## src/rtl/apb3_eg_pkg.sv

```systemverilog
// apb3_eg_pkg: shared FSM encoding and address-map constants for the APB3 example slave
package apb3_eg_pkg;
  typedef enum logic [1:0] {IDLE, WAIT, REQ, RESP} state_t;
  localparam logic [7:0] DATA_HI = 8'h00;
  localparam logic [5:0] ID_HI = 6'h3F;
  localparam int WS_W = 4;
endpackage

```

## src/rtl/apb3_eg_addr_decode.sv

```systemverilog
// apb3_eg_addr_decode: flags accesses outside the data region (reads may also hit the read-only ID region)
module apb3_eg_addr_decode
  import apb3_eg_pkg::*;
(
  input  logic [7:0] paddr_hi,
  input  logic       pwrite,
  output logic       err
);
  assign err = (paddr_hi != DATA_HI) & (pwrite | (paddr_hi[7:2] != ID_HI));
endmodule

```

## src/rtl/apb3_eg_slave_if.sv

```systemverilog
// apb3_eg_slave_if: APB3 slave front-end turning SETUP/ACCESS into a one-cycle register request
module apb3_eg_slave_if
  import apb3_eg_pkg::*;
#(
  parameter int ADDRWIDTH   = 12,
  parameter int WAIT_CYCLES = 0,
  parameter int ERR_EN      = 1
) (
  input  logic                 pclk,
  input  logic                 presetn,
  input  logic                 psel,
  input  logic                 penable,
  input  logic                 pwrite,
  input  logic [ADDRWIDTH-1:0] paddr,
  input  logic [31:0]          pwdata,
  output logic [31:0]          prdata,
  output logic                 pready,
  output logic                 pslverr,
  output logic [ADDRWIDTH-1:0] addr,
  output logic                 read_en,
  output logic                 write_en,
  output logic [31:0]          wdata,
  input  logic [31:0]          rdata
);
  state_t state, state_nx;
  logic [WS_W-1:0] cnt;
  logic wr_q, err_q, dec_err, setup, req_done;
  assign setup = psel & ~penable;
  assign req_done = (state == REQ) & psel;
  apb3_eg_addr_decode u_dec (
    .paddr_hi(paddr[11:4]),
    .pwrite  (pwrite),
    .err     (dec_err)
  );
  always_comb begin
    state_nx = state;
    case (state)
      IDLE: state_nx = setup ? ((WAIT_CYCLES > 0) ? WAIT : REQ) : IDLE;
      WAIT: state_nx = !psel ? IDLE : ((cnt == WS_W'(1)) ? REQ : WAIT);
      REQ:  state_nx = psel ? RESP : IDLE;
      default: state_nx = IDLE;
    endcase
    read_en  = (state == REQ) & ~wr_q & ~err_q;
    write_en = (state == REQ) & wr_q & ~err_q;
  end
  always_ff @(posedge pclk) begin
    if (!presetn) begin
      state   <= IDLE;
      cnt     <= '0;
      addr    <= '0;
      wdata   <= '0;
      wr_q    <= 1'b0;
      err_q   <= 1'b0;
      prdata  <= '0;
      pready  <= 1'b0;
      pslverr <= 1'b0;
    end else begin
      state <= state_nx;
      if (state == IDLE && setup) begin
        addr  <= paddr;
        wdata <= pwdata;
        wr_q  <= pwrite;
        err_q <= dec_err;
        cnt   <= WS_W'(WAIT_CYCLES);
      end
      if (state == WAIT) cnt <= cnt - 1'b1;
      // an aborted REQ still strobes but never completes on the bus
      pready  <= req_done;
      pslverr <= req_done & err_q & (ERR_EN != 0);
      prdata  <= (req_done & read_en) ? rdata : '0;
    end
  end
endmodule

```

## config.mk

```make
export PLATFORM = sky130hd
export DESIGN_NAME = apb3_eg_slave_if
export DESIGN_NICKNAME = d
export VERILOG_FILES = /design/src/rtl/apb3_eg_pkg.sv /design/src/rtl/apb3_eg_addr_decode.sv /design/src/rtl/apb3_eg_slave_if.sv
export SDC_FILE = /design/constraint.sdc
export NUM_CORES = 1
export LEC_CHECK = 0
export CAP_MARGIN = 10
export CORE_ASPECT_RATIO = 0.6
export CORE_MARGIN = 5
export CORE_UTILIZATION = 42
export DETAILED_ROUTE_END_ITERATION = 10
export GPL_TIMING_DRIVEN = 0
export PLACE_DENSITY_LB_ADDON = 0.15
export SLEW_MARGIN = 20
export SYNTH_ARGS = -nofsm -noshare
export SYNTH_HDL_FRONTEND = slang
export SYNTH_SLANG_ARGS = --single-unit
```

## constraint.sdc

```tcl
create_clock -name pclk -period 1.9 [get_ports pclk]
set_clock_uncertainty 0.1 [all_clocks]
set_input_delay 0.285 -clock pclk [delete_from_list [all_inputs] [get_ports pclk]]
set_output_delay 0.285 -clock pclk [all_outputs]
set_load 0.05 [all_outputs]
```

==> metrics, run 1 <==
static leakage=2.482 nW; CP bufs+invs=1; Synth Area in XOR/XNOR=0%; TritonRoute pass-1 iters=5; Ys Warns=0; Clk pin slew, worst setup/hold paths=0.06 ns; Mapped Cells=316; flops & latches, synth=between 80 and 90; full die area=roughly 0.0090 mm2; Slew @ Worst Pin=about 0.56 ns; main area contributors after synthesis=dfxtp_1 (58%), nand2_1 (12%), and2_1 (7.3%), a21boi_0 (6.8%), a21boi_1 (4.8%); final critical-path setup slack=0.02950 ns; number of routed nets with antenna violations=0; Die X=119.0 um; Synthesized Nets=399; GR Util met3=7.418%; critical-path maximum fanout=1; Synth area leader=dfxtp_1; outcome=finished, final reports clean; hold_ws=0.3502 ns; mapped cell area=around 0.003 mm2; GRT overflow=0; port bufs=between 150 and 200; Root Buffer=clkbuf_16; residual DRC count=0; worst path arrival time=1.49 ns; post-synthesis sequential area ratio=between 50% and 60%; layout cells sized above 1=7.520%; Crit. End Element=output port; cts bufs inserted=9; height of the chip=75.39 um; area grow syn2layout=71.61%; Max-slew headroom=between 60% and 70%; Mean Syn Cell Area=9.471 um2; path depth of the worst reg2reg path=4; met1 GRT Util=20.66%; ys async rst share=0%; pin count of the biggest net entering global routing=16; Final GP Congestion=0.7834; CP Cell Sequence=clkdlybuf4s50_1; final hold violations=0; first-pass GRT wire length=around 13000 um; Largest delay share family, worst path=buffers and inverters; # Max-Cap Violations=0; Post-synth top cells=nand2_1 (95), dfxtp_1 (86), and2_1 (35), a21boi_0 (27), a21boi_1 (19); Initial Util=44.07%; WS Path Type=reg -> out; Max Slew Vio Count=0; vias in the first global route=2577; row count=23; clk sink count=86; Layout Nets=570; Post-Synth Adder-Cell Area=0.8361%; EDFF count, synth=0; dpl hpwl=6435 um; Hold Path Class=reg -> reg; final setup fails=0; dpl cells=563; Place WS=-0.1444 ns; Peak VDD IR=0.5702 mV; Layout Cells excl Fill=just under 600; DR vias/cell=4.660; initial antenna violation count=0; critical path's slowest cell=clkdlybuf4s50_1; startpoint types=flop; Tcrit/Tclk final=98.45%; GRT Util Overall=a little under a fifth; TritonCTS clock tree=built; mux cell area share after synthesis=0%; later-pin clock latency in the skew report=~0.34 ns; CP required=around 1.5 ns; critical path depth in cells=1; H-tree depth=3; Initial DRC Count=196; Highest Clock Rate=534.6 MHz; Clock Tree Buf Depth=2; Vias=2698; I/O pin count=around 160; main combinational cell family by area after synthesis=simple AND/OR/NAND/NOR gates; pwr/cell area=882.5 mW/mm2; Routed WL=8482 um; Tot Pwr=0.004533 W; core area=slightly below 0.007 mm2; Synth Area in Simple Gates=25.00%; delay of the slowest critical-path stage=0.82 ns; Synth top area share=57.53%; final worst path period need=1.870 ns; post-CTS setup buffer count=0; post-synthesis compound-gate area fraction=13.38%; Hold Path Stages=2; met2 usage=about a third; routed len/inst=14.65 um; Synth Flop Type=dfxtp_1; Antenna diodes=0; count leader, synth=nand2_1; synth unique cells=31; Most Crowded Layer GR=met2
-- where the power goes --
| part | total, W | switching [W] | internal, W |
|---|---|---|---|
| Combinational | 0.000637 | 0.000343 | 0.000294 |
| Clock | 0.00200 | 0.000710 | 0.00129 |
| Sequential | 0.00190 | 0.0000341 | 0.00186 |
| Total | 0.00453 | 0.00109 | 0.00345 |
-- worst reg2reg max path: cells and delay by family, from the launching register on --
family	cells	cell delay [ns]
DFF	1	0.38
buffers and inverters	1	0.26
and+or+nand+nor	3	0.78
-- what timing repair did --
item / in CTS / in global routing
endpoints found under the setup margin: 4 / 35
pin swaps: 0 / 0
hold buffers: 0 / 0
gates resized for setup: 12 / 36
cloned: 0 / 0
-- metrics by stage --
step                      cell area, um2  utilization, %  setup TNS (ns)
after floorplan                     3003               -               0
after global placement              4713           69.40          -2.203
after detailed placement            4713           69.40          -2.261
after CTS                           5047           74.32               0
after global routing                5136           75.63        -0.01760
final                               5136           75.63               0
-- path summary, 6_finish.rpt --
path | startpoint | endpoint | slack [ns]
worst min-delay path | addr[5] | addr[5] | 0.35
worst max-delay path | pslverr | pslverr | 0.03
worst max register to register | state[0] | prdata[22] | 0.33
worst min register to register | addr[5] | addr[5] | 0.35
-- placed cells by master (no fill, tap or decap), types with 5 or more instances in the layout --
cell type	count
a21boi_0	27
nand2_1	95
and2_1	35
dfxtp_1	85
clkbuf_1	5
clkdlybuf4s50_1	122
a21boi_1	19
clkbuf_16	9
buf_2	7
nor2_1	6
dlymetal6s2s_1	34
-- per-layer routing --
metal	up-vias	part of all wire [%]
li1	1365	-
met1	1241	42
met2	85	51
met3	7	6.8
met4	0	0.86
met5	-	0
-- cells by family after synthesis --
group | count (synthesis)
flops | 86
compound gates | 56
fa+ha+maj | 2
simple gates | 153
buf+inv | 19
-- state kept, by name (all words and copies together), names as in the netlist --
register,count
pready,1
err_q,1
wdata,32
addr,12
cnt,4
state,2
wr_q,1
prdata,32
pslverr,1
-- layout make-up --
cell class                 count  area [um2]
buffer                        17       90.09
sequential                    86        1723
clock inverter                 7       121.4
inverter                       2       7.507
fill                         497        1655
tap                           87       108.9
clock buffer                   9       225.2
timing repair buffer         160        1677
multi-input combinational    211        1184
(Power assumes the default switching activity.)
==> run 2, diff against run 1 <==
--- a/config.mk
+++ b/config.mk
@@ -7,7 +7,6 @@
 export LEC_CHECK = 0
 export CAP_MARGIN = 10
 export CORE_ASPECT_RATIO = 0.6
-export CORE_MARGIN = 5
 export CORE_UTILIZATION = 42
 export DETAILED_ROUTE_END_ITERATION = 10
 export GPL_TIMING_DRIVEN = 0
==> run 2 against run 1 <==
The flow now finishes with violations (design-rule violations). Via count shrank 0.41%. Final cell count down 0.17%. Clock power down 6%. Register-to-register slack barely moved. Critical path depth unchanged. Utilization shrank 1.1 points. Non-clock buffer count unchanged. Worst setup slack lost 0.0017 ns.
==> metrics, run 2 (synthesis gave the netlist of run 1 again) <==
outcome=complete, but fails checks; violations in the final reports=design-rule violations; dpl hpwl=about 6000 um; post-CTS setup buffer count=0; hold_ws=0.3525 ns; final critical-path setup slack=0.02776 ns; Die X=approximately 110 um; Max-slew headroom=between 60 and 70%; Clk pin slew, worst setup/hold paths=about 0.06 ns; top flop regs=prdata x32, wdata x32, addr x12; Final GP Congestion=0.7386; Slew @ Worst Pin=0.5446 ns; residual DRC count=22; GRT Util Overall=21.15%; H-tree depth=3; # Max-Cap Violations=0; CP required=1.51 ns; footprint of the multi-input gates=0.001184 mm2; Final Instance Area=between 0.005 and 0.006 mm2; later-pin clock latency in the skew report=between 0.3 and 0.4 ns; Highest Clock Rate=between 500 and 600 MHz; CP Cell Sequence=clkdlybuf4s50_1; Root Buffer=clkbuf_16; Place WS=-0.1244 ns; Max Slew Vio Count=0; worst path arrival time=about 1.5 ns; Tot Pwr=0.004415 W; Antenna diodes=0; critical path depth in cells=1; core area=0.006792 mm2; Tcrit/Tclk final=a little over nine tenths; Peak VDD IR=roughly 0.63 mV; delay of the slowest critical-path stage=0.81 ns; TritonRoute pass-1 iters=7; hold path startpoint=wdata[29]; CP bufs+invs=1; final core utilization=74.58%; cts bufs inserted=9; number of routed nets with antenna violations=0; final worst path period need=1.872 ns; final setup fails=0; area grow syn2layout=69.23%; GRT overflow=0; Initial DRC Count=139; path depth of the worst reg2reg path=4; I/O pin count=161; height of the chip=approximately 67 um; Layout Nets=570; routed len/inst=between 10 and 15 um; Crit. End Element=output port; WS Path Type=reg -> out; startpoint types=flop; pin count of the biggest net entering global routing=14; layout cells sized above 1=roughly 7.1%; Initial Util=44.07%; critical path's slowest cell=clkdlybuf4s50_1; first-pass GRT wire length=about 12000 um; fill count=517; DR vias/cell=around 4.6; Post-DP Area=0.004713 mm2; Hold Path Stages=2; CTS Hold Bufs=0; initial antenna violation count=0; Routed WL=7852 um; pwr/cell area=between 800 and 900 mW/mm2; r2r startpoint=state[0]; Sequential Area=0.001722 mm2; most frequent cells in the layout=clkdlybuf4s50_1 (142), nand2_1 (95), dfxtp_1 (86); crit path launch=wdata[30]; Clock Tree Buf Depth=2; final hold violations=0; vias in the first global route=2520; Hold Path Class=reg -> reg; critical-path maximum fanout=2; port bufs=160; clk sink count=86; RSZ-0062 raised after global routing=false; Largest delay share family, worst path=buffers and inverters; Vias=2687; static leakage=2.149 nW; # resized after CTS=9; full die area=between 0.007 and 0.008 mm2; TritonCTS clock tree=built; row count=23; commonest non-fill, non-tap cell in the layout=clkdlybuf4s50_1
run 2: cell count changes in the layout (fill, tap and decap cells not counted):
cell | before | now
clkdlybuf4s50_1 | 122 | 142
bufinv_16 | 3 | 2
clkbuf_8 | 0 | 2
dfxtp_2 | 1 | 0
dlygate4sd2_1 | 2 | 1
clkinv_2 | 0 | 2
inv_6 | 1 | 0
dfxtp_1 | 85 | 86
clkinvlp_4 | 3 | 0
dlymetal6s2s_1 | 34 | 15
run 2: stage by stage:
step,setup TNS [ns],cells
2_1_floorplan,0,316
3_3_place_gp,-2.043,563
3_5_place_dp,-2.517,563
4_1_cts,0,578
5_1_grt,0,578
6_report,0,578
run 2: path summary, 6_finish.rpt:
kind                                  end  slack [ns]
worst max register to register  prdata[6]        0.34
worst min-delay path            wdata[29]        0.35
worst min register to register  wdata[29]        0.35
worst max-delay path            wdata[30]        0.03
run 2: final cells by class:
class,count,area share [%]
flip-flops and latches,86,33.99
repair buffers,160,32.19
multi-input cells,211,23.37
clock buffers,11,4.990
well taps,87,2.149
plain buffers,17,1.779
clock inverters,4,1.383
inverters,2,0.1482
run 2: per-layer routing:
metal	wire [um]	global-route usage, %	up-vias
met5	0	0	-
met4	121	9.418	0
met3	560	7.451	11
met2	3805	37.11	79
met1	3365	23.90	1231
li1	-	-	1366
run 2: power by group:
part	total, W	internal [W]	switching, W
combinational	0.000639	0.000297	0.000342
clock	0.00188	0.00121	0.000668
sequential	0.00190	0.00186	0.0000340
total	0.00441	0.00337	0.00104
==> run 3, diff against run 2 <==
--- a/config.mk
+++ b/config.mk
@@ -7,8 +7,9 @@
 export LEC_CHECK = 0
 export CAP_MARGIN = 10
 export CORE_ASPECT_RATIO = 0.6
-export CORE_UTILIZATION = 42
+export CORE_UTILIZATION = 40
 export DETAILED_ROUTE_END_ITERATION = 10
+export DONT_BUFFER_PORTS = 1
 export GPL_TIMING_DRIVEN = 0
 export PLACE_DENSITY_LB_ADDON = 0.15
 export SLEW_MARGIN = 20
==> constraint.sdc (replaced) <==
create_clock -name pclk -period 2.1 [get_ports pclk]
set_clock_uncertainty 0.1 [all_clocks]
set_input_delay 0.315 -clock pclk [delete_from_list [all_inputs] [get_ports pclk]]
set_output_delay 0.315 -clock pclk [all_outputs]
set_load 0.05 [all_outputs]
==> run 3 against run 2 <==
The flow now finishes without violations. Clock-buffer cell count unchanged. Register-to-register slack improved by 0.15 ns. Worst hold slack got worse by 0.34 ns.
==> metrics, run 3 (synthesis gave the netlist of run 1 again) <==
Tcrit/Tclk final=roughly 94%; Clk pin slew, worst setup/hold paths=0.06 ns; pin count of the biggest net entering global routing=15; top flop regs=prdata x32, wdata x32, addr x12; static leakage=~1.5 nW; Hold Path Class=in -> reg; RSZ-0062 raised after global routing=false; final critical-path setup slack=between 0.1 and 0.15 ns; Crit. End Element=output port; routed len/inst=14.37 um; max layer used=met4; Max-slew headroom=about three fifths; H-tree depth=3; final core utilization=53.58%; residual DRC count=0; Initial DRC Count=between 100 and 150; Die X=113.7 um; met2 routed wirelength=3015 um; CP Cell Sequence=nand2b_2, nor3b_4; Slew @ Worst Pin=0.5823 ns; TritonCTS clock tree=built; layout cells sized above 1=8.800%; post-CTS setup buffer count=0; DR vias/cell=4.672; Layout Cells excl Fill=479; worst path arrival time=1.55 ns; delay of the slowest critical-path stage=roughly 0.56 ns; GRT overflow=0; later-pin clock latency in the skew report=0.34 ns; CP bufs+invs=0; Highest Clock Rate=~500 MHz; outcome=finished, final reports clean; Antenna diodes=0; startpoint types=flop; Root Buffer=clkbuf_16; port bufs=0; vias in the first global route=roughly 2200; I/O pin count=161; GRT Util Overall=18.35%; Vias=2238; area grow syn2layout=29.56%; clk sink count=86; Largest delay share family, worst path=simple AND/OR/NAND/NOR gates; first-pass GRT wire length=10980 um; row count=24; # Max-Cap Violations=0; CP required=1.68 ns; Clock Tree Buf Depth=2; full die area=between 0.007 and 0.008 mm2; dpl cells=420; met3 wire len=581 um; TritonRoute pass-1 iters=4; Layout Nets=~450; critical path's slowest cell=nor3b_4; Initial Util=41.36%; final setup fails=0; commonest non-fill, non-tap cell in the layout=nand2_1; height of the chip=69 um; Max Slew Vio Count=0; Place WS=0.3300 ns; final hold violations=0; dpl hpwl=4633 um; Post-Route M1 WL=3203 um; initial antenna violation count=0; Routed WL=6881 um; Peak VDD IR=0.5271 mV; critical-path maximum fanout=6; number of routed nets with antenna violations=0; core area=0.007237 mm2; Final GP Congestion=0.7534; final worst path period need=1.966 ns; pwr/cell area=952.2 mW/mm2; cts bufs inserted=9; WS Path Type=reg -> out; most frequent cells in the layout=nand2_1 (95), dfxtp_1 (86), dlygate4sd3_1 (43)
## run 3: worst register-to-register path, stage by stage, from the launching register on
cell and delay (ns):
dfxtp_1 0.37, nand2b_2 0.29, nor4_4 0.37, clkbuf_2 0.26
and2_1 0.15
## run 3: metrics by stage
step / power, W / hold slack, ns / TNS, ns / instance area (um2)
global placement: 0.002085 / 0.3369 / -0.06147 / 3128
global route: 0.003836 / 0.001145 / 0 / 3877
CTS: 0.003732 / 0.0001367 / 0 / 3851
floorplan: 0.002045 / 0.3262 / 0 / 2998
detailed placement: 0.002090 / 0.3395 / 0 / 3133
finish: 0.003692 / 0.009354 / 0 / 3877
## run 3: power by group
part	switching (W)	internal [W]	leakage, nW
combinational	0.000105	0.000121	0.614
sequential	0.000207	0.00169	0.698
clock	0.000620	0.000953	0.142
## run 3: path summary, 6_finish.rpt
path         slack [ns]  startpoint  cells after the start         end
max                0.13    state[0]                      2    write_en
min reg2reg        0.39      cnt[3]                      2      cnt[3]
max reg2reg        0.49    state[0]                      4  prdata[26]
min               0.009   rdata[27]                      1  prdata[27]
## run 3: layer usage
metal	track usage, %	up-vias
met2	28.32	78
met4	6.140	0
met5	0	-
met1	22.06	1029
met3	9.323	9
li1	-	1122
## run 3: cell type report
cell class / count / area [um2]
buffer: 17 / 90.09
clock buffer: 11 / 242.7
fill: 687 / 3359
inverter: 2 / 7.507
tap: 104 / 130.1
multi-input combinational: 211 / 1196
timing repair buffer: 43 / 430.4
clock inverter: 5 / 58.81
sequential: 86 / 1722
## run 3: timing repair
action                     4_1_cts  5_1_grt
hold endpoints to repair        41        2
setup endpoints to repair        1        1
resized for setup                1        1
hold buffers                    41        2
